**src/rtl/mem_access_ctrl.sv**
```systemverilog
// Purpose : byte-addressed load/store requester for a word-organised data memory (big-endian lanes,
//           sub-word stores via read-modify-write, misaligned accesses aborted without a memory strobe).
// Latency : request accepted at edge T -> done at T+1 (misaligned), T+2 (SW), T+3 (load), T+4 (SB/SH).
// Backpressure: busy is high outside IDLE; requests presented while busy are dropped, not queued.
// Ports:
//   clk, rst_n                       clock, async active-low reset
//   req, req_write, req_size,        request strobe and attributes (sampled in IDLE only)
//   req_unsigned, req_addr, req_wdata
//   busy, done, misaligned, rdata    status, completion pulse, abort flag, formatted load data
//   mem_dira, mem_write_data,        data memory word address, write word, strobes, read data
//   mem_memwrite, mem_memread, mem_out
module mem_access_ctrl #(
  parameter int ADDR_W = 15
) (
  input  logic              clk,
  input  logic              rst_n,
  input  logic              req,
  input  logic              req_write,
  input  logic [1:0]        req_size,
  input  logic              req_unsigned,
  input  logic [ADDR_W+1:0] req_addr,
  input  logic [31:0]       req_wdata,
  output logic              busy,
  output logic              done,
  output logic              misaligned,
  output logic [31:0]       rdata,
  output logic [ADDR_W-1:0] mem_dira,
  output logic [31:0]       mem_write_data,
  output logic              mem_memwrite,
  output logic              mem_memread,
  input  logic [31:0]       mem_out
);

  typedef enum logic [2:0] {
    S_IDLE,
    S_RD,
    S_CAP,
    S_WR,
    S_DONE
  } state_t;

  state_t state, state_nxt;

  // Latched request attributes
  logic       wr_q;
  logic [1:0] size_q;
  logic       uns_q;
  logic [1:0] off_q;
  logic       mis_q;

  logic [31:0]       rdata_q;
  logic [ADDR_W-1:0] dira_q;
  logic [31:0]       wdat_q;

  // Request decode (IDLE only)
  logic req_is_word;
  logic req_mis;

  // Lane handling on the captured memory word
  logic [7:0]  lane8;
  logic [15:0] lane16;
  logic [31:0] load_fmt;
  logic [31:0] merged;

  // Size 1x is a full word; 01 is a halfword; 00 is a byte.
  assign req_is_word = req_size[1];
  assign req_mis     = ((req_size == 2'b01) && req_addr[0]) ||
                       (req_is_word && (req_addr[1:0] != 2'b00));

  // ---------------------------------------------------------------------------
  // FSM: state register
  // ---------------------------------------------------------------------------
  always_ff @(posedge clk or negedge rst_n) begin
    if (!rst_n) begin
      state <= S_IDLE;
    end else begin
      state <= state_nxt;
    end
  end

  // ---------------------------------------------------------------------------
  // FSM: next state and strobes
  // ---------------------------------------------------------------------------
  always_comb begin
    state_nxt    = state;
    busy         = 1'b1;
    done         = 1'b0;
    mem_memread  = 1'b0;
    mem_memwrite = 1'b0;
    case (state)
      S_IDLE: begin
        busy = 1'b0;
        if (req) begin
          if (req_mis) begin
            state_nxt = S_DONE;
          end else if (req_write && req_is_word) begin
            state_nxt = S_WR;
          end else begin
            state_nxt = S_RD;
          end
        end
      end
      S_RD: begin
        mem_memread = 1'b1;
        state_nxt   = S_CAP;
      end
      S_CAP: begin
        state_nxt = wr_q ? S_WR : S_DONE;
      end
      S_WR: begin
        mem_memwrite = 1'b1;
        state_nxt    = S_DONE;
      end
      S_DONE: begin
        done      = 1'b1;
        state_nxt = S_IDLE;
      end
      default: begin
        state_nxt = S_IDLE;
      end
    endcase
  end

  // Flag is only meaningful alongside done, so gate it there.
  assign misaligned = done & mis_q;

  // ---------------------------------------------------------------------------
  // Lane extraction and merge (big-endian: offset 0 is the MSB lane)
  // ---------------------------------------------------------------------------
  always_comb begin
    lane8 = 8'h00;
    case (off_q)
      2'd0:    lane8 = mem_out[31:24];
      2'd1:    lane8 = mem_out[23:16];
      2'd2:    lane8 = mem_out[15:8];
      default: lane8 = mem_out[7:0];
    endcase
    lane16 = off_q[1] ? mem_out[15:0] : mem_out[31:16];

    load_fmt = mem_out;
    if (size_q == 2'b00) begin
      load_fmt = {{24{~uns_q & lane8[7]}}, lane8};
    end else if (size_q == 2'b01) begin
      load_fmt = {{16{~uns_q & lane16[15]}}, lane16};
    end

    // wdat_q still holds the right-justified store data here; it is only
    // overwritten with the merged word on the CAP -> WR edge.
    merged = mem_out;
    if (size_q == 2'b00) begin
      case (off_q)
        2'd0:    merged[31:24] = wdat_q[7:0];
        2'd1:    merged[23:16] = wdat_q[7:0];
        2'd2:    merged[15:8]  = wdat_q[7:0];
        default: merged[7:0]   = wdat_q[7:0];
      endcase
    end else if (off_q[1]) begin
      merged[15:0] = wdat_q[15:0];
    end else begin
      merged[31:16] = wdat_q[15:0];
    end
  end

  // ---------------------------------------------------------------------------
  // Request latch, load result, and memory-side registers
  // ---------------------------------------------------------------------------
  always_ff @(posedge clk or negedge rst_n) begin
    if (!rst_n) begin
      wr_q    <= 1'b0;
      size_q  <= 2'b00;
      uns_q   <= 1'b0;
      off_q   <= 2'b00;
      mis_q   <= 1'b0;
      rdata_q <= '0;
      dira_q  <= '0;
      wdat_q  <= '0;
    end else begin
      if (state == S_IDLE && req) begin
        wr_q   <= req_write;
        size_q <= req_size;
        uns_q  <= req_unsigned;
        off_q  <= req_addr[1:0];
        mis_q  <= req_mis;
        dira_q <= req_addr[ADDR_W+1:2];
        wdat_q <= req_wdata;
      end
      if (state == S_CAP) begin
        if (wr_q) begin
          wdat_q <= merged;
        end else begin
          rdata_q <= load_fmt;
        end
      end
    end
  end

  assign rdata          = rdata_q;
  assign mem_dira       = dira_q;
  assign mem_write_data = wdat_q;

endmodule

```
**config.mk**
```make
export PLATFORM = sky130hd
export DESIGN_NAME = mem_access_ctrl
export DESIGN_NICKNAME = d
export VERILOG_FILES = /design/src/rtl/mem_access_ctrl.sv
export SDC_FILE = /design/constraint.sdc
export NUM_CORES = 1
export LEC_CHECK = 0
export ABC_AREA = 1
export CORE_MARGIN = 2
export CORE_UTILIZATION = 35
export DETAILED_ROUTE_END_ITERATION = 8
export GPL_TIMING_DRIVEN = 1
export PLACE_DENSITY_LB_ADDON = 0.1
export SYNTH_ARGS = -nofsm -noshare
export SYNTH_HDL_FRONTEND = slang
export SYNTH_SLANG_ARGS = --single-unit
```
**constraint.sdc**
```tcl
create_clock -name clk -period 1.9 [get_ports clk]
set_input_delay 0.285 -clock clk [delete_from_list [all_inputs] [get_ports clk]]
set_output_delay 0.285 -clock clk [all_outputs]
set_load 0.01 [all_outputs]
```
==> impl_results.md, run 1 <==
* GR peak layer: met2
* Switch share at 43.7%
* Hold_ws at 307 ps
* Syn Inst Count at 855
* Remaining global-route overflow at 0
* Via total after detailed routing at 5820
* Worst-path clk slew at 70 ps
* Mapped Area at 5460 um^2
* Mapped Nets at 943
* Outcome: complete, no violations
* WL/cell at 15.1 um
* Fillers at 1518
* Final Cycle Share at 94.7%
* Internal cell power at 0.00723 W
* Pwr/cell area at 1650 nW/um^2
* Crit-path max FO at 4
* CP required at 1620 ps
* RePlAce Congestion at 0.970
* Reg area at 2230 um^2
* Worst vdd ir at 790 uV
* Worst setup path start: state[1]$_DFFE_PN0P_
* Final hold vios at 0
* Crit-path slowest cell: clkdlybuf4s50_1
* Avg Inst Size Synth at 6.39 um^2
* R2R Path Start: size_q[1]$_DFFE_PN0N_
* CP endpoint kind: primary output
* Multi-input gate area at 2720 um^2
* Via density at 4.79
* Sequential share of power at 27.3%
* Worst Max-Slew Pin Slew at 539 ps
* Post-route minimum period at 1800 ps
* Type of origin of the critical path: register
* ANT cells at 0
* Initial antenna violation count at 0
* Worst skew pair latency at 350 ps
* Input/output buffers at 171
* Hold Path Class: input port to async pin
* Share of layout cells above drive strength 1 at 6.04%
* Die width at 129 um
* Clock buffer depth at 2
* Clock Sinks at 89
* Leakage at 4.08 nW
* Setup Skew at 10.1 ps
* DR iter-0 viols at 469
* Largest net degree at the start of global routing at 48
* Met3 GRT Util at 5.61%
* CTS root buffer: clkbuf_16
* Crit path cell chain: inv_1, nand3_2, clkdlybuf4s50_1
* H-Tree Depth at 3
* Routed wire length at 18400 um
* ANT nets after route at 0
* Library cells used by synthesis at 25
* Asr flop ratio synth at 100%
* Clock power share at 15.2%
* CTS tree: done
* Nets at 1109
* Yosys warns at 0
* Slew HR at 64.0%
* Total Routing Usage GR at 22.7%
* DRC at 0
* Boundary pin count at 172
* Post-synth EDFFs at 0
* Most frequent cells in the layout: nand2_1 (436), clkdlybuf4s50_1 (166), dfrtp_1 (89)
* Met1 usage at 32.3%
* Rows at 45
* Commonest non-fill, non-tap cell in the layout: nand2_1
* P&R area growth vs syn at 42.3%
* Die ar. at 16600 um^2
* Setup Viol. Count Final at 0
* Post CTS Setup Buffer Count at 0
* Die height at 129 um
* Core Area at 15200 um^2
* Seq cells post-synth at 89
* Post-synthesis sequential area ratio at 40.8%
* CP Class: register to primary output
* F_max at 0.556 GHz
* RSZ-0062 raised after global routing: no
* CP bufs+invs at 2
* Combinational Power Share at 57.5%
* Sw Pwr at 0.00563 W
* Slowest stage delay, CP at 530 ps
* First-pass DRT Iterations at 5
* M2 GR Usage at 34.3%
* Global-route wire length before repair at 29200 um
* Final Max Tran Viols at 0
* Starting Density at 35.9%
* Setup TNS at 0 ps
* CTS buffer count at 9
* Delay-heaviest family, CP: buffers and inverters
* Crit path arrival time at 1510 ps
* Final HPWL DP at 13900 um
* Vias in the first global route at 5473
* Ys flop type: dfrtp_1
* Max-cap viol count at 0
cell usage after synthesis, types with 4 or more instances:
cell type  instances  share of area [%]
nand2_1          436                 30
inv_1             76                5.2
clkbuf_1          13               0.89
a21oi_1           28                2.6
inv_2              4               0.27
nor2_2             4               0.46
nor2_1            49                3.4
o21ai_0           57                5.2
nand3_1           34                3.1
o211ai_1           6               0.82
o21ai_1           11                1.0
buf_2             19                1.7
buf_4              7               0.96
o22ai_1            6               0.69
dfrtp_1           89                 41
metal layers:
| layer | up-vias | part of all wire, % |
|---|---|---|
| met5 | - | 0 |
| met4 | 0 | 2.0 |
| met3 | 21 | 7.0 |
| met2 | 207 | 44 |
| met1 | 2631 | 47 |
| li1 | 2961 | - |
state kept, by name (all words and copies together) (netlist names):
name and flops:
mem_dira 15, mem_write_data 32, mis_q 1, off_q 2, rdata 32, size_q 2
state 3, uns_q 1, wr_q 1
worst paths after layout:
| path | endpoint | slack, ps | cells past startpoint |
|---|---|---|---|
| max in group asynchronous | rdata[7]$_DFFE_PN0P_ | 920 | 3 |
| hold / removal | rdata[29]$_DFFE_PN0P_ | 310 | 2 |
| setup / recovery | busy | 100 | 3 |
| hold reg to reg | mem_dira[7]$_DFFE_PN0N_ | 470 | 2 |
| setup reg to reg | mem_write_data[31]$_DFF_PN0_ | 180 | 7 |
| min in group clk | mem_dira[11]$_DFFE_PN0N_ | 460 | 3 |
cell type report:
class	instances	share of cell area (%)
clock buffers	9	2.90
multi-input cells	644	34.9
repair buffers	197	25.4
clock inverters	7	1.29
well taps	188	3.02
inverters	80	3.86
flip-flops and latches	89	28.6
power by group through the flow:
stage                     Sequential [W]  Combinational (W)  Clock (W)
final                            0.00351            0.00739    0.00196
after detailed placement         0.00352            0.00740          0
after floorplan                  0.00375            0.00390          0
after CTS                        0.00352            0.00742    0.00202
after global placement           0.00353            0.00738          0
after global routing             0.00364            0.00821    0.00209
timing repair:
action	CTS	global route
hold buffers	1	0
hold endpoints to repair	8	0
setup endpoints to repair	2	2
resized for setup	2	2
kinds of logic after synthesis:
group	count (synthesis)	share of synthesized area, %
flip-flops	89	40.8
AO/OA/AOI/OAI	110	10.6
AND/OR/NAND/NOR	534	39.0
buffers and inverters	122	9.59
stage by stage:
step / utilization (%) / instances / instance area, um^2 / total power (W) / setup slack (ps)
finish: 51.2 / 1214 / 7780 / 0.0129 / 102
global route: 51.2 / 1214 / 7780 / 0.0139 / 2.62
CTS: 51.1 / 1214 / 7770 / 0.0130 / 16.4
detailed placement: 48.9 / 1197 / 7440 / 0.0109 / 185
global placement: 48.9 / 1197 / 7440 / 0.0109 / 183
floorplan: - / 855 / 5460 / 0.00765 / 533
Note: power is estimated with default switching activity, not from simulation.
==> run 2, diff against run 1 <==
Settings changed: CTS_CLUSTER_DIAMETER set to 200, TNS_END_PERCENT set to 50.
==> results of run 2 <==
No change in the layout: final DEF, timing and power equal those of run 1.
==> run 3, diff against run 2 <==
Settings changed: SETUP_SLACK_MARGIN set to 0.2.
Clock period 1.9 ns to 1.6 ns, I/O delays scaled along.
==> run 3 against run 2 <==
  * Final area up 17%
  * Hold slack worse by 35 ps
  * Non-clock buffer count rose by 78
  * Register-to-register slack lost 80 ps
  * Critical endpoint is now mem_memread
  * Largest cell class unchanged
==> impl_results.md, run 3 (synthesis gave the netlist of run 1 again) <==
* Sw Pwr at 0.00800 W (+42%)
* Final Cycle Share at 94.4%
* Setup slack after layout at 89.2 ps (-12.3 ps)
* Crit-path slowest cell: dfrtp_1
* Share of layout cells above drive strength 1 at 23.2% (+17 points)
* CTS tree: done
* CP endpoint kind: primary output
* Rows at 45 (unchanged)
* F_max at 0.662 GHz
* Setup Skew at 9.47 ps (-0.611 ps)
* DRC at 0 (unchanged)
* Switch share at 44.1% (+0.40 points)
* Largest net degree at the start of global routing at 44 (-8.3%)
* Post-Layout Inst Area at 9110 um^2 (+17%)
* Input/output buffers at 171 (unchanged)
* Crit path arrival time at 1270 ps (-240 ps)
* Final Max Tran Viols at 0 (unchanged)
* Die width at 129 um (unchanged)
* Post-route minimum period at 1510 ps
* Global-route wire length before repair at 30100 um (+3.2%)
* CTS root buffer: clkbuf_16
* Worst vdd ir at 835 uV (+5.7%)
* Pwr/cell area at 1990 nW/um^2 (+20%)
* Worst Max-Slew Pin Slew at 358 ps (-181 ps)
* GR peak layer: met2
* Final hold vios at 0 (unchanged)
* Crit-path max FO at 5 (+1)
* Clock buffer depth at 2 (unchanged)
* ANT cells at 0 (unchanged)
* CP required at 1360 ps (-260 ps)
* Boundary pin count at 172 (unchanged)
* Setup TNS at 0 ps (unchanged)
* Remaining global-route overflow at 0 (unchanged)
* RSZ-0062 raised after global routing: yes
* Post-layout util at 59.9% (+8.8 points)
* Post-DP Area at 7640 um^2 (+2.7%)
* Commonest non-fill, non-tap cell in the layout: nand2_1
* Final non-filler cell total at 1293 (+6.5%)
* Hold Path Class: input port to async pin
* Die ar. at 16600 um^2 (unchanged)
* Crit path cell chain: inv_2, buf_4, nand3_1, inv_1, buf_2
* ANT nets after route at 0 (unchanged)
* Nets at 1188 (+7.1%)
* Via total after detailed routing at 6344 (+9.0%)
* First-pass DRT Iterations at 5 (unchanged)
* Clock power share at 11.9% (-3.3 points)
* M2 GR Usage at 35.2% (+0.96 points)
* Outcome: complete, no violations
* Vias in the first global route at 5521 (+0.88%)
* Initial antenna violation count at 0 (unchanged)
* Sequential share of power at 22.8% (-4.5 points)
* Most frequent cells in the layout: nand2_1 (377), clkdlybuf4s50_1 (132), dfrtp_1 (79)
* Clock Sinks at 89 (unchanged)
* Dpl cells at 1219 (+1.8%)
* Routed wire length at 21000 um (+14%)
* WL/cell at 16.2 um (+7.1%)
* Via density at 4.91 (+2.3%)
* Setup Viol. Count Final at 0 (unchanged)
* Worst skew pair latency at 350 ps (about the same)
* Met1 usage at 33.8% (+1.6 points)
* Final HPWL DP at 13900 um (+0.53%)
* Worst-path clk slew at 60 ps (about the same)
* H-Tree Depth at 3 (unchanged)
* Delay-heaviest family, CP: buffers and inverters
* Type of origin of the critical path: register
* Total Routing Usage GR at 23.5% (+0.78 points)
* Leakage at 4.81 nW (+18%)
* Starting Density at 35.9% (unchanged)
* Max-cap viol count at 0 (unchanged)
* Met3 GRT Util at 4.53% (-1.1 points)
* Die height at 129 um (unchanged)
* Combinational Power Share at 65.3% (+7.8 points)
* RePlAce Congestion at 0.946 (-2.5%)
* Slew HR at 76.1% (+12 points)
* Internal cell power at 0.0101 W (+40%)
* P&R area growth vs syn at 66.7%
* DR iter-0 viols at 471 (+0.43%)
* Slowest stage delay, CP at 380 ps (-150 ps)
* CTS buffer count at 9 (unchanged)
* CP Class: register to primary output
* CP bufs+invs at 4 (+2)
* Core Area at 15200 um^2 (unchanged)
* Place WS at 28.4 ps (-157 ps)
==> run 3: area by class of cell <==
| cell class | count | area (um^2) |
|---|---|---|
| Multi-Input combinational cell | 645 | 3220 |
| Timing Repair Buffer | 275 | 2810 |
| Clock inverter | 6 | 66.3 |
| Clock buffer | 10 | 229 |
| Sequential cell | 89 | 2240 |
| Tap cell | 188 | 235 |
| Inverter | 80 | 310 |
| Fill cell | 1457 | 6090 |
==> run 3: repair_timing <==
item                                    4_1_cts  5_1_grt
resized for setup                           124      120
gates cloned                                  5       11
hold buffers                                  1        0
endpoints found under the setup margin      148      119
setup buffers                                16       25
endpoints found under the hold margin        89        0
pin swaps                                    31       48
==> run 3: per-layer routing <==
metal	vias up	routed length (um)
li1	3120	-
met1	2953	9440
met2	235	9640
met3	36	1340
met4	0	544
met5	-	0
==> run 3: worst register-to-register path: stages (launching register included) <==
cell     delay, ps
dfrtp_2        430
inv_4           70
buf_6          120
buf_6          110
nor2_4         160
buf_6          170
nand2_1         60
nand3_1         60
nand2_1         60
nand2_2         80
nand2_1         60
nand2_1         60
==> run 3: final timing paths <==
check                                       from                      end  slack (ps)  cells after the start
max reg2reg                 off_q[1]$_DFFE_PN0N_     rdata[2]$_DFFE_PN0P_         100                     11
max                         state[2]$_DFFE_PN0P_              mem_memread          90                      5
min                                        rst_n    rdata[27]$_DFFE_PN0P_         270                      2
min reg2reg                rdata[12]$_DFFE_PN0P_    rdata[12]$_DFFE_PN0P_         470                      2
min in group clk                     req_addr[5]  mem_dira[3]$_DFFE_PN0N_         420                      3
max in group asynchronous                  rst_n     state[1]$_DFFE_PN0P_         830                      3
==> run 3: power groups by stage <==
stage | logic (W) | registers [W] | clock network, W
3_3_place_gp | 0.00913 | 0.00416 | 0
4_1_cts | 0.00996 | 0.00411 | 0.00219
6_report | 0.0118 | 0.00413 | 0.00216
3_5_place_dp | 0.00916 | 0.00415 | 0
2_1_floorplan | 0.00463 | 0.00445 | 0
5_1_grt | 0.0128 | 0.00426 | 0.00230
==> run 3: stage by stage <==
stage	hold WS [ps]	power, W
after floorplan	-55.6	0.00909
after global placement	85.4	0.0133
after detailed placement	84.0	0.0133
after CTS	275	0.0163
after global routing	297	0.0194
final	272	0.0181
